$ cat src/rtl/hazard_ctrl_if.sv
// hazard_ctrl_if: pipeline-side signals of the hazard controller.
// The master drives the pipeline inputs and the slave is the controller.
interface hazard_ctrl_if;
   logic [4:0]  rs1FD;
   logic [4:0]  rs2FD;
   logic        rs2FD_used;
   logic [4:0]  rdDX;
   logic        loadDX;
   logic [4:0]  wb_writeReg;
   logic        ctrl_writeEnable;
   logic        br_taken;
   logic        md_start;
   logic        md_done;
   logic        stallA;
   logic        stallPC;
   logic        flushFD;
   logic        flushDX;
   logic        highFD1;
   logic        highFD2;
   logic        md_abort;
   logic        md_timeout;
   logic [15:0] stall_cnt;

   modport master (
      output rs1FD, rs2FD, rs2FD_used, rdDX, loadDX, wb_writeReg, ctrl_writeEnable,
             br_taken, md_start, md_done,
      input  stallA, stallPC, flushFD, flushDX, highFD1, highFD2, md_abort, md_timeout, stall_cnt
   );
   modport slave (
      input  rs1FD, rs2FD, rs2FD_used, rdDX, loadDX, wb_writeReg, ctrl_writeEnable,
             br_taken, md_start, md_done,
      output stallA, stallPC, flushFD, flushDX, highFD1, highFD2, md_abort, md_timeout, stall_cnt
   );
endinterface

$ cat src/rtl/hazard_ctrl.sv
// hazard_ctrl: load-use stall, write-back bypass select, redirect flush and
// multiply/divide wait control for a two-stage-decode pipeline.
module hazard_ctrl #(
   parameter int MD_MAX    = 34,
   parameter int FLUSH_CYC = 1
) (
   input logic          clock,
   input logic          aclr,
   hazard_ctrl_if.slave bus
);
   typedef enum logic [1:0] {RUN, FLUSH, MDWAIT} state_t;
   localparam logic [1:0] FL_LD  = 2'(FLUSH_CYC - 1);
   localparam logic [5:0] MD_LIM = 6'(MD_MAX);
   state_t      r_state, w_next;
   logic [1:0]  r_fcnt, w_fcnt;
   logic [5:0]  r_mcnt, w_mcnt;
   logic        r_timeout, w_to_set;
   logic [15:0] r_scnt;
   logic        w_luse, w_stall, w_ffd, w_fdx, w_abort;

   assign w_luse = bus.loadDX && (bus.rdDX != 5'd0) &&
                   ((bus.rdDX == bus.rs1FD) || (bus.rs2FD_used && (bus.rdDX == bus.rs2FD)));

   // A redirect overrides every state, including an in-flight multiply/divide.
   always_comb begin
      w_next   = r_state;
      w_fcnt   = r_fcnt;
      w_mcnt   = r_mcnt;
      w_stall  = 1'b0;
      w_ffd    = 1'b0;
      w_fdx    = 1'b0;
      w_abort  = 1'b0;
      w_to_set = 1'b0;
      if (bus.br_taken) begin
         w_ffd   = 1'b1;
         w_fdx   = 1'b1;
         w_abort = (r_state == MDWAIT);
         w_next  = FLUSH;
         w_fcnt  = FL_LD;
      end else begin
         case (r_state)
            RUN: begin
               if (bus.md_start) begin
                  w_stall = 1'b1;
                  w_next  = MDWAIT;
                  w_mcnt  = 6'd1;
               end else begin
                  w_stall = w_luse;
               end
            end
            FLUSH: begin
               w_ffd  = 1'b1;
               w_next = (r_fcnt == 2'd0) ? RUN : FLUSH;
               w_fcnt = (r_fcnt == 2'd0) ? r_fcnt : r_fcnt - 2'd1;
            end
            MDWAIT: begin
               if (bus.md_done) begin
                  w_next = RUN;
               end else if (r_mcnt == MD_LIM) begin
                  w_to_set = 1'b1;
                  w_next   = RUN;
               end else begin
                  w_stall = 1'b1;
                  w_mcnt  = r_mcnt + 6'd1;
               end
            end
            default: w_next = RUN;
         endcase
      end
   end

   always_ff @(posedge clock or negedge aclr) begin
      if (!aclr) begin
         r_state   <= RUN;
         r_fcnt    <= 2'd0;
         r_mcnt    <= 6'd0;
         r_timeout <= 1'b0;
         r_scnt    <= 16'd0;
      end else begin
         r_state   <= w_next;
         r_fcnt    <= w_fcnt;
         r_mcnt    <= w_mcnt;
         r_timeout <= r_timeout | w_to_set;
         if (w_stall && (r_scnt != 16'hFFFF)) r_scnt <= r_scnt + 16'd1;
      end
   end

   // Control outputs are forced low while reset is held; bypass selects stay live.
   assign bus.stallA     = aclr & w_stall;
   assign bus.stallPC    = aclr & w_stall;
   assign bus.flushFD    = aclr & w_ffd;
   assign bus.flushDX    = aclr & w_fdx;
   assign bus.md_abort   = aclr & w_abort;
   assign bus.md_timeout = r_timeout;
   assign bus.stall_cnt  = r_scnt;
   assign bus.highFD1    = bus.ctrl_writeEnable && (bus.wb_writeReg != 5'd0) &&
                           (bus.wb_writeReg == bus.rs1FD);
   assign bus.highFD2    = bus.ctrl_writeEnable && (bus.wb_writeReg != 5'd0) &&
                           bus.rs2FD_used && (bus.wb_writeReg == bus.rs2FD);
endmodule

$ cat src/flat_wrapper.sv
// flat-port wrapper written by rule: the top's interface ports become plain ports
module hazard_ctrl_flat 
#(
   parameter int MD_MAX    = 34,
   parameter int FLUSH_CYC = 1
)
  (clock, aclr, bus_rs1FD, bus_rs2FD, bus_rs2FD_used, bus_rdDX, bus_loadDX, bus_wb_writeReg, bus_ctrl_writeEnable, bus_br_taken, bus_md_start, bus_md_done, bus_stallA, bus_stallPC, bus_flushFD, bus_flushDX, bus_highFD1, bus_highFD2, bus_md_abort, bus_md_timeout, bus_stall_cnt);
  hazard_ctrl_if bus_i ();
  input logic clock;
  input logic aclr;
  input wire logic [$bits(bus_i.rs1FD)-1:0] bus_rs1FD;
  input wire logic [$bits(bus_i.rs2FD)-1:0] bus_rs2FD;
  input wire logic [$bits(bus_i.rs2FD_used)-1:0] bus_rs2FD_used;
  input wire logic [$bits(bus_i.rdDX)-1:0] bus_rdDX;
  input wire logic [$bits(bus_i.loadDX)-1:0] bus_loadDX;
  input wire logic [$bits(bus_i.wb_writeReg)-1:0] bus_wb_writeReg;
  input wire logic [$bits(bus_i.ctrl_writeEnable)-1:0] bus_ctrl_writeEnable;
  input wire logic [$bits(bus_i.br_taken)-1:0] bus_br_taken;
  input wire logic [$bits(bus_i.md_start)-1:0] bus_md_start;
  input wire logic [$bits(bus_i.md_done)-1:0] bus_md_done;
  output wire logic [$bits(bus_i.stallA)-1:0] bus_stallA;
  output wire logic [$bits(bus_i.stallPC)-1:0] bus_stallPC;
  output wire logic [$bits(bus_i.flushFD)-1:0] bus_flushFD;
  output wire logic [$bits(bus_i.flushDX)-1:0] bus_flushDX;
  output wire logic [$bits(bus_i.highFD1)-1:0] bus_highFD1;
  output wire logic [$bits(bus_i.highFD2)-1:0] bus_highFD2;
  output wire logic [$bits(bus_i.md_abort)-1:0] bus_md_abort;
  output wire logic [$bits(bus_i.md_timeout)-1:0] bus_md_timeout;
  output wire logic [$bits(bus_i.stall_cnt)-1:0] bus_stall_cnt;
  assign bus_i.rs1FD = bus_rs1FD;
  assign bus_i.rs2FD = bus_rs2FD;
  assign bus_i.rs2FD_used = bus_rs2FD_used;
  assign bus_i.rdDX = bus_rdDX;
  assign bus_i.loadDX = bus_loadDX;
  assign bus_i.wb_writeReg = bus_wb_writeReg;
  assign bus_i.ctrl_writeEnable = bus_ctrl_writeEnable;
  assign bus_i.br_taken = bus_br_taken;
  assign bus_i.md_start = bus_md_start;
  assign bus_i.md_done = bus_md_done;
  assign bus_stallA = bus_i.stallA;
  assign bus_stallPC = bus_i.stallPC;
  assign bus_flushFD = bus_i.flushFD;
  assign bus_flushDX = bus_i.flushDX;
  assign bus_highFD1 = bus_i.highFD1;
  assign bus_highFD2 = bus_i.highFD2;
  assign bus_md_abort = bus_i.md_abort;
  assign bus_md_timeout = bus_i.md_timeout;
  assign bus_stall_cnt = bus_i.stall_cnt;
  hazard_ctrl #(.MD_MAX(MD_MAX), .FLUSH_CYC(FLUSH_CYC)) u_core (.clock(clock), .aclr(aclr), .bus(bus_i));
endmodule
$ cat config.mk
export PLATFORM = sky130hd
export DESIGN_NAME = hazard_ctrl_flat
export DESIGN_NICKNAME = d
export VERILOG_FILES = /design/src/rtl/hazard_ctrl_if.sv /design/src/rtl/hazard_ctrl.sv /design/src/flat_wrapper.sv
export SDC_FILE = /design/constraint.sdc
export NUM_CORES = 1
export LEC_CHECK = 0
export CAP_MARGIN = 20
export CORE_MARGIN = 2
export CORE_UTILIZATION = 50
export DETAILED_ROUTE_END_ITERATION = 10
export PLACE_DENSITY = 0.92
export SLEW_MARGIN = 25
export SYNTH_ARGS = -nofsm -noshare
export SYNTH_HDL_FRONTEND = slang
export SYNTH_SLANG_ARGS = --single-unit
export TNS_END_PERCENT = 30
$ cat constraint.sdc
create_clock -name clock -period 5.05 [get_ports clock]
set_clock_uncertainty 0.15 [all_clocks]
set_input_delay 0.7575 -clock clock [delete_from_list [all_inputs] [get_ports clock]]
set_output_delay 0.7575 -clock clock [all_outputs]
set_load 0.03 [all_outputs]
* Word-level counts from Yosys, hierarchy flattened
Cells that the tools add are included.
Widths: inputs -> output; s select.
** Storage, ports and cells
- Output and inout bits :: 24
- Bits in writable memories :: 0
- ROM bits :: 0
- Latch bits :: 0
- Register bits after elaboration :: 27
- Logic and storage cells :: 72
- Memories kept :: 0
** Operators by class
- Bitwise logic cells :: 6
- Mux-type cells :: 26
- Magnitude comparators :: 0
- Reductions and logical operators :: 18
- Eq/ne operators :: 14
- Add/subtract/negate cells :: 3
- Divide/modulo/power cells :: 0
- Shift-type cells :: 0
- Multiply operators :: 0
** Operators with widths (count)
- $eq 5x5->1 :: 4
- $mux 6 :: 3
- $add 16x1->16 const B :: 1
- $ne 16x16->1 const B :: 1
- $mux 2 :: 7
- $mux 1 :: 13
- $pmux 6 s2 :: 1
- $reduce_bool 5->1 :: 2
- $logic_and 1x1->1 :: 8
- $ne 2x2->1 const B :: 4
- $add 6x1->6 const B :: 1
- $eq 6x6->1 const B :: 1
- $pmux 2 s3 :: 1
- $reduce_and 5->1 :: 1
- $and 1x1->1 :: 4
- $logic_not 2->1 :: 2
- $ne 4x4->1 const B :: 1
- $reduce_and 2->1 :: 2
- $reduce_bool 2->1 :: 2
- $ne 3x3->1 const B :: 1
- $eq 2x1->1 const B :: 1
- $eq 2x2->1 const B :: 1
- $pmux 1 s2 :: 1
- $sub 2x1->2 const B :: 1
- other kinds (3) :: 3

* Logic depth before layout (Yosys ltp)
- Word-level depth :: 8
- Mapped depth :: 9

* Worst setup path before layout
No wires, ideal clock.
- Path type :: input-to-output
- Start :: input port bus_br_taken
- End :: output port bus_stallPC
- Data required time :: 4.143 ns
- Arrival time :: 2.133 ns
- Stages :: 7
- Path slack :: 2.009 ns
- Cell sequence :: nor4b_4 -> o41ai_2 -> o41a_1 -> buf_2 -> o21ai_2 -> and2_1 -> buf_4
** On the way
- Cells in the longest elaborated chain, start to end :: 2
** Ends and longest elaborated chain
- from (decl) :: RTL line flat_wrapper.sv:18 : input wire logic [$bits(bus_i.br_taken)-1:0] bus_br_taken;
- $mux 1 :: RTL line hazard_ctrl.sv:34 : if (bus.br_taken) begin
- $and 1x1->1
- to (decl) :: RTL line flat_wrapper.sv:22 : output wire logic [$bits(bus_i.stallPC)-1:0] bus_stallPC;
Every way passes these cells.

* Worst setup path in the final report
- Start :: input port bus_br_taken
- End :: output port bus_stallPC
** On the way
- Cells in the longest elaborated chain, start to end :: 2
** Ends and longest elaborated chain
- $mux 1 :: RTL line hazard_ctrl.sv:34
- $and 1x1->1 :: RTL line hazard_ctrl.sv:90 : assign bus.stallPC = aclr & w_stall;
Every way passes these cells.

==> flow_metrics.tcl <==
set metrics [dict create \
    ir_drop_mv 0.218 \
    slew_headroom 0.669 \
    hpwl_um 3240 \
    crit_top_cell "clkdlybuf4s50_1" \
    diodes 0 \
    postCtsSetupRepairBufs 0 \
    wire_per_inst_um 14.9 \
    p_per_area_nw_per_um2 279 \
    syn_area_um2 1680 \
    ioPinCount 52 \
    start_kind "input port" \
    max_cap_viol_count 0 \
    r2r_end "u_core.bus.stall_cnt[1]$_DFFE_PN0P_" \
    fin_crit_ns 4.10 \
    critPathRequiredTime_ns 4.14 \
    fp.dieW_um 62.0 \
    die_y_um 62.0 \
    hold_path_end "u_core.bus.md_timeout$_DFF_PN0_" \
    grt_pass1_wl_um 6480 \
    reg2regPathDepth 8 \
    first_pass_iters 4 \
    crit_family "buffers and inverters" \
    path_clk_slew_ns 0.15 \
    grt_usage 0.227 \
    drv_slew 0 \
    r2r-start "u_core.r_mcnt[0]$_DFFE_PN0P_" \
    ys_seq_elements 27 \
    rsz0062_at_grt "false" \
    cts_hold_buf 0 \
    finalWirelength_um 4020 \
    drc 0 \
    hold_path_startpoint "u_core.bus.md_timeout$_DFF_PN0_" \
    arrival_ns 3.20 \
    worstHoldPathType "register to register" \
    cp_max_fo 11 \
    die_area_um2 3840 \
    cts_buffers 3 \
    overflow 0 \
    syn-num-nets 202 \
    yosysWarnings 0 \
    endpoint_kind "output pin" \
    num_vias 1491 \
    timing.fmax_ghz 0.244 \
    synthCells 170 \
    rows 21 \
    clk_latency_ns 0.32 \
    cts_root_buf "clkbuf_4" \
    initial_core_util 0.512 \
    cts_resized 0 \
    final_hold_viol_count 0 \
    run_status "finished, final reports clean" \
    synth_area_per_cell_um2 9.88 \
    ys_types 43 \
    clock-sinks 27 \
    routed_via_density 5.52 \
    cp_cell_sequence "clkdlybuf4s50_1 > nor4b_4 > o41ai_2 > o41a_1 > o21ai_2 > and2_1 > clkdlybuf4s50_1" \
    cts.htree.levels 1 \
    ys.flop_type "dfrtp_1" \
    finalWorstSetupSlack_ns 0.946 \
    cts_tree "built" \
    yosysSeqAreaShare 0.402 \
    cp_num_buf_inv 2 \
    crit_slowest_cell "clkdlybuf4s50_1" \
    tns_ns 0 \
    antenna_found_initial 0 \
    worst-slew-pin-transition_ns 0.493 \
    grt_max_degree 19 \
    grt_pass1_vias 1443 \
    postRouteAntennaNets 0 \
    max_stage_delay_ns 0.70 \
    synthArstFlopShare 1.00 \
    drive_gt1_frac 0.0536 \
    io_buffers 51 \
    routabilityCongestion 0.935 \
    coreArea_um2 3280 \
    fin_nets 257 \
    synth_edf_count 0 \
    post-route-util 0.690 \
    post-route-period-util 0.813 \
    worst_hold_path.num_cells 1 \
    setup_violations 0 \
    drtIter0Drc 127 \
    syn_to_final_growth_pct 34.8 \
    cts_buffer_depth 2 \
    fillers 253 \
    critPathKind "input port to output pin" \
    pre_cts_slack_ns 0.977 \
    p_leak_uw 0.000977 \
    reg2reg_slack_ns 2.16 \
]
-- power by group --
part	switching [uW]	total (uW)	internal, uW
clock network	61.9	92.8	30.9
logic	132	242	110
registers	47.0	297	250
total	241	632	392
-- flip-flops by register name (all words and copies together) (netlist names) --
register / count
u_core.bus.stall_cnt: 16
u_core.r_mcnt: 6
u_core.r_fcnt: 2
u_core.r_state: 2
u_core.bus.md_timeout: 1
-- cells by family after synthesis --
| logic type | share of synthesized area |
|---|---|
| flip-flops | 0.402 |
| adder cells (fa/ha/maj) | 0.0298 |
| AND/OR/NAND/NOR | 0.239 |
| AO/OA/AOI/OAI | 0.118 |
| multiplexers | 0.00670 |
| XOR/XNOR | 0.177 |
| buffers and inverters | 0.0275 |
-- final cells by class --
class | instances | area [um^2] | share of cell area
clock buffers | 4 | 26.3 | 0.0116
well taps | 46 | 57.6 | 0.0254
repair buffers | 53 | 526 | 0.232
inverters | 6 | 22.5 | 0.00994
multi-input cells | 134 | 958 | 0.423
flip-flops and latches | 27 | 676 | 0.298
-- synthesized netlist by cell type, drive strengths merged, types with 3 or more instances --
cell type   n  share of area
xnor2      10          0.052
o21ai      10          0.032
nand3       7          0.021
and2        3          0.011
xor2       24           0.13
nor4        6          0.035
inv         6          0.013
and3        4          0.015
nor3       10          0.030
nor2b       3          0.011
dfrtp      27           0.40
nand4       5          0.019
nor2        5          0.011
buf         3          0.014
nand2      13          0.029
a21oi       6          0.018
ha          4          0.030
-- worst max path at each step --
stage,slack [ns],from,end,depth (start not counted)
after floorplan,2.01,bus_br_taken,bus_stallPC,7
after global placement,1.07,bus_br_taken,bus_stallPC,7
after detailed placement,0.98,bus_br_taken,bus_stallPC,7
after CTS,0.96,bus_br_taken,bus_stallPC,7
after global routing,0.86,bus_br_taken,bus_stallA,7
final,0.95,bus_br_taken,bus_stallPC,7
-- per-stage QoR --
step                std cells  area [um^2]  hold slack [ns]  power (uW)
detailed placement        266         2240            0.298         544
floorplan                 170         1680            0.312         428
CTS                       270         2270            0.334         634
global placement          266         2240            0.309         533
finish                    270         2270            0.340         632
global route              270         2270            0.364         672
-- per-layer routing --
| metal | part of all wire | vias to the layer above | wire length [um] | global-route usage |
|---|---|---|---|---|
| li1 | - | 722 | - | - |
| met1 | 0.43 | 724 | 1710 | 0.298 |
| met2 | 0.51 | 36 | 2050 | 0.371 |
| met3 | 0.039 | 9 | 155 | 0.0455 |
| met4 | 0.027 | 0 | 107 | 0.0790 |
| met5 | 0 | - | 0 | 0 |
-- cells in the final DEF, fill, tap and decap left out, types with 2 or more instances in the layout --
cell type and instances:
a21oi_1 6, or4_1 2, and3_1 4, a21o_1 2
nand2_1 13, xnor2_1 10, inv_1 6, clkdlybuf4s50_1 51
buf_4 2, nor2_1 5, o21ai_0 8, ha_1 4
xor2_1 24, and2_1 3, nand3_1 7, nand4_1 5
nor4_1 4, clkbuf_4 3, nor2b_1 3, a22o_1 2
dfrtp_1 27, nor3_1 10, o21a_1 2
Power figures use the tool's default switching activity.
